### src/rtl/grover_controller.sv
// rtl/grover_controller.sv - Grover search sequencer: load, iterate through external operator, scan for max |amp|.
// Optional result_prob output (squared amplitude) enabled by macro GROVER_PROB_EN.
module grover_controller #(
   parameter int NUM_BIT        = 3,
   parameter int FIXEDPOINT_BIT = 24,
   parameter int NUM_SAMPLE     = 2**NUM_BIT,
   parameter logic [FIXEDPOINT_BIT-1:0] INIT_AMP = 24'h16A09E
) (
   input  logic                                   clk,
   input  logic                                   rst,
   input  logic                                   start,
   input  logic [NUM_BIT-1:0]                     target_search,
   input  logic [7:0]                             num_iter,
   output logic [NUM_BIT-1:0]                     op_target,
   output logic [NUM_SAMPLE*FIXEDPOINT_BIT-1:0]   state_to_op,
   input  logic [NUM_SAMPLE*FIXEDPOINT_BIT-1:0]   state_from_op,
   output logic                                   busy,
   output logic                                   done,
   output logic [NUM_BIT-1:0]                     result_index,
   output logic signed [FIXEDPOINT_BIT-1:0]       result_amp
`ifdef GROVER_PROB_EN
   ,
   output logic [FIXEDPOINT_BIT-1:0]              result_prob
`endif
);

   typedef enum logic [2:0] {
      S_IDLE = 3'd0,
      S_LOAD = 3'd1,
      S_ITER = 3'd2,
      S_SCAN = 3'd3,
      S_DONE = 3'd4
   } state_t;

   localparam int VW = NUM_SAMPLE * FIXEDPOINT_BIT;

   state_t                             state_q, state_d;
   logic [NUM_BIT-1:0]                 target_q, target_d;
   logic [7:0]                         iter_q, iter_d;
   logic [7:0]                         cnt_q, cnt_d;
   logic [VW-1:0]                      vec_q, vec_d;
   logic [NUM_BIT-1:0]                 scan_idx_q, scan_idx_d;
   logic [FIXEDPOINT_BIT:0]            max_mag_q, max_mag_d;
   logic [NUM_BIT-1:0]                 max_idx_q, max_idx_d;
   logic signed [FIXEDPOINT_BIT-1:0]   max_amp_q, max_amp_d;
   logic [NUM_BIT-1:0]                 res_idx_q, res_idx_d;
   logic signed [FIXEDPOINT_BIT-1:0]   res_amp_q, res_amp_d;

   logic signed [FIXEDPOINT_BIT-1:0]   cur_amp;
   logic signed [FIXEDPOINT_BIT:0]     cur_ext;
   logic [FIXEDPOINT_BIT:0]            cur_mag;
   logic                               take;
   logic [FIXEDPOINT_BIT:0]            best_mag;
   logic [NUM_BIT-1:0]                 best_idx;
   logic signed [FIXEDPOINT_BIT-1:0]   best_amp;
   logic                               scan_last;

   // Magnitude carries one extra bit so that |most negative| is representable.
   always_comb begin
      cur_amp   = vec_q[int'(scan_idx_q)*FIXEDPOINT_BIT +: FIXEDPOINT_BIT];
      cur_ext   = {cur_amp[FIXEDPOINT_BIT-1], cur_amp};
      cur_mag   = cur_ext[FIXEDPOINT_BIT] ? unsigned'(-cur_ext) : unsigned'(cur_ext);
      take      = (scan_idx_q == '0) || (cur_mag > max_mag_q);
      best_mag  = take ? cur_mag : max_mag_q;
      best_idx  = take ? scan_idx_q : max_idx_q;
      best_amp  = take ? cur_amp : max_amp_q;
      scan_last = (scan_idx_q == NUM_BIT'(NUM_SAMPLE - 1));
   end

`ifdef GROVER_PROB_EN
   logic signed [2*FIXEDPOINT_BIT-1:0] amp_sq;
   logic [FIXEDPOINT_BIT-1:0]          prob_q, prob_d;

   always_comb begin
      amp_sq = best_amp * best_amp;
   end
`endif

   always_comb begin
      state_d    = state_q;
      target_d   = target_q;
      iter_d     = iter_q;
      cnt_d      = cnt_q;
      vec_d      = vec_q;
      scan_idx_d = scan_idx_q;
      max_mag_d  = max_mag_q;
      max_idx_d  = max_idx_q;
      max_amp_d  = max_amp_q;
      res_idx_d  = res_idx_q;
      res_amp_d  = res_amp_q;
`ifdef GROVER_PROB_EN
      prob_d     = prob_q;
`endif
      case (state_q)
         S_IDLE: begin
            if (start) begin
               target_d = target_search;
               iter_d   = num_iter;
               state_d  = S_LOAD;
            end
         end
         S_LOAD: begin
            vec_d      = {NUM_SAMPLE{INIT_AMP}};
            cnt_d      = iter_q;
            scan_idx_d = '0;
            state_d    = (iter_q != 8'd0) ? S_ITER : S_SCAN;
         end
         S_ITER: begin
            vec_d = state_from_op;
            cnt_d = cnt_q - 8'd1;
            if (cnt_q == 8'd1) begin
               state_d = S_SCAN;
            end
         end
         S_SCAN: begin
            max_mag_d  = best_mag;
            max_idx_d  = best_idx;
            max_amp_d  = best_amp;
            scan_idx_d = scan_idx_q + NUM_BIT'(1);
            // Results are captured here so they are already valid while done is high.
            if (scan_last) begin
               res_idx_d = best_idx;
               res_amp_d = best_amp;
`ifdef GROVER_PROB_EN
               prob_d    = amp_sq[FIXEDPOINT_BIT-2 +: FIXEDPOINT_BIT];
`endif
               state_d   = S_DONE;
            end
         end
         S_DONE: begin
            state_d = S_IDLE;
         end
         default: begin
            state_d = S_IDLE;
         end
      endcase
   end

   always_ff @(posedge clk) begin
      if (rst) begin
         state_q    <= S_IDLE;
         target_q   <= '0;
         iter_q     <= '0;
         cnt_q      <= '0;
         vec_q      <= '0;
         scan_idx_q <= '0;
         max_mag_q  <= '0;
         max_idx_q  <= '0;
         max_amp_q  <= '0;
         res_idx_q  <= '0;
         res_amp_q  <= '0;
`ifdef GROVER_PROB_EN
         prob_q     <= '0;
`endif
      end else begin
         state_q    <= state_d;
         target_q   <= target_d;
         iter_q     <= iter_d;
         cnt_q      <= cnt_d;
         vec_q      <= vec_d;
         scan_idx_q <= scan_idx_d;
         max_mag_q  <= max_mag_d;
         max_idx_q  <= max_idx_d;
         max_amp_q  <= max_amp_d;
         res_idx_q  <= res_idx_d;
         res_amp_q  <= res_amp_d;
`ifdef GROVER_PROB_EN
         prob_q     <= prob_d;
`endif
      end
   end

   assign op_target    = target_q;
   assign state_to_op  = vec_q;
   assign busy         = (state_q != S_IDLE);
   assign done         = (state_q == S_DONE);
   assign result_index = res_idx_q;
   assign result_amp   = res_amp_q;
`ifdef GROVER_PROB_EN
   assign result_prob  = prob_q;
`endif

endmodule

### config.mk
export PLATFORM = sky130hd
export DESIGN_NAME = grover_controller
export DESIGN_NICKNAME = d
export VERILOG_FILES = /design/src/rtl/grover_controller.sv
export SDC_FILE = /design/constraint.sdc
export NUM_CORES = 1
export LEC_CHECK = 0
export CORE_MARGIN = 2
export CORE_UTILIZATION = 50
export DETAILED_ROUTE_END_ITERATION = 8
export PLACE_DENSITY_LB_ADDON = 0.2
export SLEW_MARGIN = 20
export SYNTH_ARGS = -nofsm -noshare
export SYNTH_HDL_FRONTEND = slang
export SYNTH_SLANG_ARGS = --single-unit
### constraint.sdc
create_clock -name clk -period 12.5 [get_ports clk]
set_clock_uncertainty 0.15 [all_clocks]
set_input_delay 1.875 -clock clk [delete_from_list [all_inputs] [get_ports clk]]
set_output_delay 1.875 -clock clk [all_outputs]
set_load 0.01 [all_outputs]
# After elaboration in Yosys (flattened, before gate mapping)
# Cells that the tools add are included.
classes:
  add_sub_neg: 3
  mul: 1
  order_cmp: 1
  eq_ne: 9
  n_shift: 1
  muxes: 11
  reduce_logical: 11
op_table:
  columns: ["cell", "count"]
  rows:
  - ["case mux 192 bit (2 select lines)", 1]
  - ["variable part select 192 x 9 -> 24 bit", 1]
  - ["> comparator 25 bit", 1]
  - ["two-way mux 25 bit", 1]
  - ["negator 24 -> 25 bit", 1]
  - ["two-way mux 24 bit", 1]
  - ["case mux 8 bit (2 select lines)", 1]
  - ["two-way mux 3 bit", 4]
  - ["case mux 3 bit (4 select lines)", 1]
  - ["== test 8 x 1 -> 1 bit (second input constant)", 1]
  - ["nonzero test 8 bit", 1]
  - ["subtractor 8 x 1 -> 8 bit (second input constant)", 1]
  - ["== test 3 x 2 -> 1 bit (second input constant)", 2]
  - ["== test 3 bit (second input constant)", 2]
  - ["logical NOT 3 bit", 2]
  - ["inequality test 2 bit (second input constant)", 3]
  - ["case mux 3 bit (2 select lines)", 1]
  - ["AND reduction 2 bit", 3]
  - ["multiplier 3 x 2 -> 5 bit (second input constant)", 1]
  - ["nonzero test 2 bit", 2]
  - ["adder 3 x 1 -> 3 bit (second input constant)", 1]
  - ["== test 3 x 1 -> 1 bit (second input constant)", 1]
  - ["AND reduction 3 bit", 1]
  - ["nonzero test 3 bit", 1]
  - ["2 further kinds", 2]
word_totals:
  regBits: 296
  output_inout_bits: 224
  elab_cells: 48

# Logic depth before layout (Yosys ltp)
depth:
  word_depth: 7
  depth_mapped: 25

# Worst setup path before layout
# OpenSTA, ideal clock, no wires.
synth_path:
  kind: "register to register"
  startpoint: "register scan_idx_q[2]"
  endpoint: "register res_idx_q[2] (netlist: result_index[2])"
  setup_time_ns: 0.091
  arrival_ns: 5.366
  required_time_ns: 12.259
  slack_ns: 6.894
  stages_incl_launch_ff: 24
  period_less_slack_ns: 5.606
  cell_sequence: "dfxtp_1 -> buf_4 -> buf_4 -> buf_1 -> clkbuf_1 -> mux4_2 -> ha_1 -> nand2b_1 -> nor4_1 -> o21ai_0 -> and4bb_1 -> and3_2 -> a31o_2 -> xor2_2 -> ha_1 -> nand4_1 -> nor4_1 -> and4_1 -> inv_1 -> a21oi_1 -> clkbuf_1 -> buf_1 -> nand2_1 -> a311oi_1"
synth_via:
  elab_chain_len: 7
  elab_cells_between_ends: 10
  classes_between: "1 x add/sub; 1 x mul; 1 x order compare; 1 x eq/ne; 1 x shift; 2 x mux; 3 x reduce/logical"
synth_lines:
  columns: ["element", "line", "text"]
  rows:
  - ["start: declaration", "42", "logic [NUM_BIT-1:0] scan_idx_q, scan_idx_d;"]
  - ["start signal: assignment", "161", "scan_idx_q <= scan_idx_d;"]
  - ["multiplier 3 x 2 -> 5 bit *", "60", "cur_amp = vec_q[int'(scan_idx_q)*FIXEDPOINT_BIT +: FIXEDPOINT_BIT];"]
  - ["variable part select 192 x 9 -> 24 bit *", "60", null]
  - ["negator 24 -> 25 bit", "62", "cur_mag = cur_ext[FIXEDPOINT_BIT] ? unsigned'(-cur_ext) : unsigned'(cur_ext);"]
  - ["two-way mux 25 bit *", "62", null]
  - ["named net cur_mag[22]", "51", "logic [FIXEDPOINT_BIT:0] cur_mag;"]
  - ["> comparator 25 bit *", "63", "take = (scan_idx_q == '0) || (cur_mag > max_mag_q);"]
  - ["logical OR 1 bit *", "63", null]
  - ["two-way mux 3 bit *", "65", "best_idx = take ? scan_idx_q : max_idx_q;"]
  - ["end signal: assignment", "165", "res_idx_q <= res_idx_d;"]
  - ["end: declaration", "46", "logic [NUM_BIT-1:0] res_idx_q, res_idx_d;"]
# Mark *: on every way through the listed nets, which the timed path passes. The rest lies on a longest branch.
# A chain may end at the register's enable or synchronous reset.

# Worst setup path in the final report
layout_path:
  startpoint: "register scan_idx_q[0]"
  endpoint: "register max_mag_q[23]"
layout_via:
  elab_chain_len: 7
  elab_cells_between_ends: 8
  classes_between: "1 x add/sub; 1 x mul; 1 x order compare; 1 x shift; 1 x mux; 3 x reduce/logical"
layout_lines:
  columns: ["element", "line", "text"]
  rows:
  - ["multiplier 3 x 2 -> 5 bit *", "60", null]
  - ["variable part select 192 x 9 -> 24 bit *", "60", null]
  - ["negator 24 -> 25 bit", "62", null]
  - ["two-way mux 25 bit *", "62", null]
  - ["named net cur_mag[20]", "51", null]
  - ["> comparator 25 bit *", "63", null]
  - ["logical OR 1 bit *", "63", null]
  - ["AND reduction 2 bit (no line) *", null, null]
  - ["end signal: assignment", "162", "max_mag_q <= max_mag_d;"]
  - ["end: declaration", "43", "logic [FIXEDPOINT_BIT:0] max_mag_q, max_mag_d;"]
# Marks and branches as above.

==> metrics.md <==
| Metric | Value |
|---|---|
| Status | `finished clean` |
| Root buf cell | `clkbuf_16` |
| Worst hold path type | `flip-flop to flip-flop` |
| Cell-internal power | `about 0.0021 W` |
| Drt drc | `0` |
| Via count of the first global-routing pass | `12400` |
| Final setup viols | `0` |
| Synth Register Bits | `slightly below 300` |
| GR Util All Layers | `about 34%` |
| I/O pin cnt | `430` |
| CP max-delay cell | `dfxtp_2` |
| Comb power frac | `just under 30%` |
| Post_cts resized | `0` |
| Clock power frac | `between 30% and 40%` |
| Net Sw Power | `a little under 0.001 W` |
| Dpl hpwl | `around 36000 um` |
| Total Wirelength | `between 40000 and 50000 um` |
| Slew Limit Fails | `0` |
| Pwr dens | `about 160 nW/um2` |
| Reg power frac | `38.4%` |
| Setup TNS | `0 ns` |
| Iteration count of the initial detailed-routing pass | `6` |
| Max Cap Viol | `0` |
| Netlist Area Pre-Place | `~13000 um2` |
| Port Buffers | `about 430` |
| Final hold vios | `0` |
| Startpoint class of the critical path | `flip-flop` |
| Post-Synthesis Cells | `1449` |
| Critical Path Sink Type | `flip-flop` |
| Peak supply drop | `about 0.24 mV` |
| Share of cells above drive strength 1 | `roughly 7.0%` |
| Core region area | `roughly 26000 um2` |
| Row cnt | `~60` |
| Crit path launch | `scan_idx_q[0]$_SDFFE_PP0P_` |
| Fin crit period | `7.32 ns` |
| Worst Max-Slew Pin Slew | `between 1 and 1.5 ns` |
| Max_slew headroom | `between 20% and 30%` |
| Via-to-Cell Ratio | `around 6.0` |
| Switching Share | `32.1%` |
| First-pass GRT wire length | `~74000 um` |
| TritonCTS clock tree | `built` |
| Static leakage power | `6.66 nW` |
| DRT antenna net count | `0` |
| Tot Pwr | `about 0.0030 W` |
| Worst r2r src | `scan_idx_q[0]$_SDFFE_PP0P_` |
| Die area | `around 28000 um2` |
| Async set or reset register ratio after synthesis | `0%` |
| Crit-path cells | `buf_4 -> mux4_2 -> mux2i_4 -> ha_1 -> nand2b_1 -> nor4_1 -> o21ai_0 -> and4bb_1 -> and3_2 -> a31oi_1 -> xnor2_1 -> ha_1 -> nand4_1 -> nor4_1 -> nand2_1 -> o2111ai_1 -> a21oi_4 -> buf_4 -> nor2_4 -> buf_4 -> or4b_1 -> a21oi_1` |
| YS warnings | `0` |
| Postcts setup bufs | `0` |
| Height of the die | `around 170 um` |
| Die width | `approximately 170 um` |
| Mapped Avg Cell Area | `~9.2 um2` |
| Most frequent CP cell | `buf_4` |
| Final core occ | `71.9%` |
| DRT iter0 DRCs | `~1300` |
| H-tree Lvls | `1` |
| Top_reg_cell synth | `dfxtp_1` |
| EDFF count, synth | `0` |
| Clk_lat worst skew | `between 0.5 and 0.6 ns` |
| Required time of the critical path | `12.83 ns` |
| Grt ovf | `0` |
| Clock buffer depth | `3` |
| CP arrival | `7.65 ns` |
| Post-synthesis cell type count | `74` |
| Initial Util | `51.0%` |
| Via count | `between 10000 and 15000` |
| RSZ-0062 raised after global routing | `false` |
| Fin crit share | `around three fifths` |
| Worst-path clk slew | `approximately 0.07 ns` |
| Seq/Total Area, Yosys | `~45%` |
| Area grow syn2layout | `40.9%` |
| Antenna violations before repair | `2` |
| Worst setup path class | `flip-flop to flip-flop` |
| CP max stage delay | `0.75 ns` |
| Flop2flop setup slack | `between 5 and 6 ns` |
| Largest net degree at the start of global routing | `around 120` |
| Worst hold start | `max_mag_q[24]$_SDFFE_PP0P_` |
| Sink Count | `296` |
| # nets final | `around 2000` |
| CTS buffer count | `31` |
| Net Count, Synth | `between 1500 and 2000` |
| Reg area | `slightly below 6000 um2` |
| Hold_buf cts | `0` |
| Worst Path Max Fanout | `63` |
| Fmax | `137 MHz` |
| Wire per inst | `roughly 22 um` |
| Multi-input logic area | `around 6700 um2` |
| Fill count | `approximately 2000` |
| Final Wtd Congestion | `between 0.9 and 1` |
==> flip-flops by register name, indices dropped and copies added (netlist names) <==
register      cells
max_idx_q         3
max_amp_q        24
scan_idx_q        3
cnt_q             8
op_target         3
state_to_op     192
iter_q            8
result_index      3
state_q           3
max_mag_q        25
result_amp       24
==> placed cells by master (no fill, tap or decap), drive strengths merged, types with 8 or more instances in the layout <==
cell type and instances:
a22oi 121, nor2 292, inv 35, buf 14
a22o 11, nor4 9, xnor2 14, clkbuf 44
dfxtp 296, nor3b 8, mux4 37, mux2i 58
nand2 76, nor3 29, clkdlybuf4s50 428, o21ai 42
nand3 14, a211oi 30, ha 31, a21oi 59
o22ai 82, a31oi 9
==> cell usage after synthesis, types with 17 or more instances <==
cell	number	area share [%]
a22oi_1	121	6.8
a21oi_1	59	2.2
o22ai_1	82	3.9
o21ai_0	41	1.5
dfxtp_1	296	45
mux2i_1	54	4.1
ha_1	31	2.9
a211oi_1	30	1.7
inv_1	33	0.93
clkbuf_1	80	2.3
mux4_2	28	4.7
nand2_1	74	2.1
nor3_1	28	1.1
buf_1	17	0.48
nor2_1	292	8.2
==> final timing paths <==
kind | endpoint | cells past startpoint
hold / removal | max_mag_q[24]$_SDFFE_PP0P_ | 2
hold reg to reg | max_mag_q[24]$_SDFFE_PP0P_ | 2
setup / recovery | max_mag_q[23]$_SDFFE_PP0P_ | 22
setup reg to reg | max_mag_q[23]$_SDFFE_PP0P_ | 22
==> metrics by stage <==
step	std cells	hold slack, ns	instance area [um2]	worst slack, ns
6_report	2171	0.304	18700	5.18
5_1_grt	2170	0.320	18700	4.71
4_1_cts	2168	0.305	18700	5.24
3_5_place_dp	2111	0.295	17600	5.28
3_3_place_gp	2111	0.286	17600	5.41
2_1_floorplan	1449	0.280	13300	6.89
==> critical path: cells and delay by family (launching register included) <==
kind / cells / cell delay, ns
flip-flops: 1 / 0.75
AND/OR/NAND/NOR: 9 / 2.28
buffers and inverters: 3 / 1.43
multiplexers: 2 / 0.87
AO/OA/AOI/OAI: 5 / 0.88
XOR/XNOR: 1 / 0.20
adder cells (fa/ha/maj): 2 / 0.62
==> cell type report <==
class                   instances  share of cell area, %
clock inverters                14                   1.16
well taps                     335                   2.24
diodes                          3                 0.0401
multi-input cells            1003                   36.0
clock buffers                  43                   4.75
flip-flops and latches        296                   31.7
inverters                      34                  0.681
repair buffers                443                   23.5
==> logic make-up after synthesis <==
| family | share of synthesized area [%] |
|---|---|
| buffers and inverters | 5.03 |
| AOI/OAI and AO/OA | 19.3 |
| and+or+nand+nor | 15.5 |
| other | 0.0282 |
| DFF | 44.6 |
| muxes | 11.2 |
| xor gates and xnor gates | 1.44 |
| adders and majority gates | 2.92 |
==> power groups by stage <==
| stage | Clock [W] | Combinational (W) | Sequential (W) |
|---|---|---|---|
| floorplan | 0 | 0.000458 | 0.00118 |
| global placement | 0 | 0.000857 | 0.00118 |
| detailed placement | 0 | 0.000868 | 0.00118 |
| CTS | 0.00100 | 0.000874 | 0.00116 |
| global route | 0.00104 | 0.000947 | 0.00118 |
| finish | 0.000994 | 0.000881 | 0.00117 |
==> metal layers <==
layer | GRT usage (%) | vias to the layer above | wire length [um]
met1 | 43.0 | 6304 | 19500
met4 | 13.4 | 0 | 2090
met3 | 6.46 | 101 | 3740
met5 | 0 | - | 0
li1 | - | 5993 | -
met2 | 56.5 | 572 | 23500
Power figures use the tool's default switching activity.
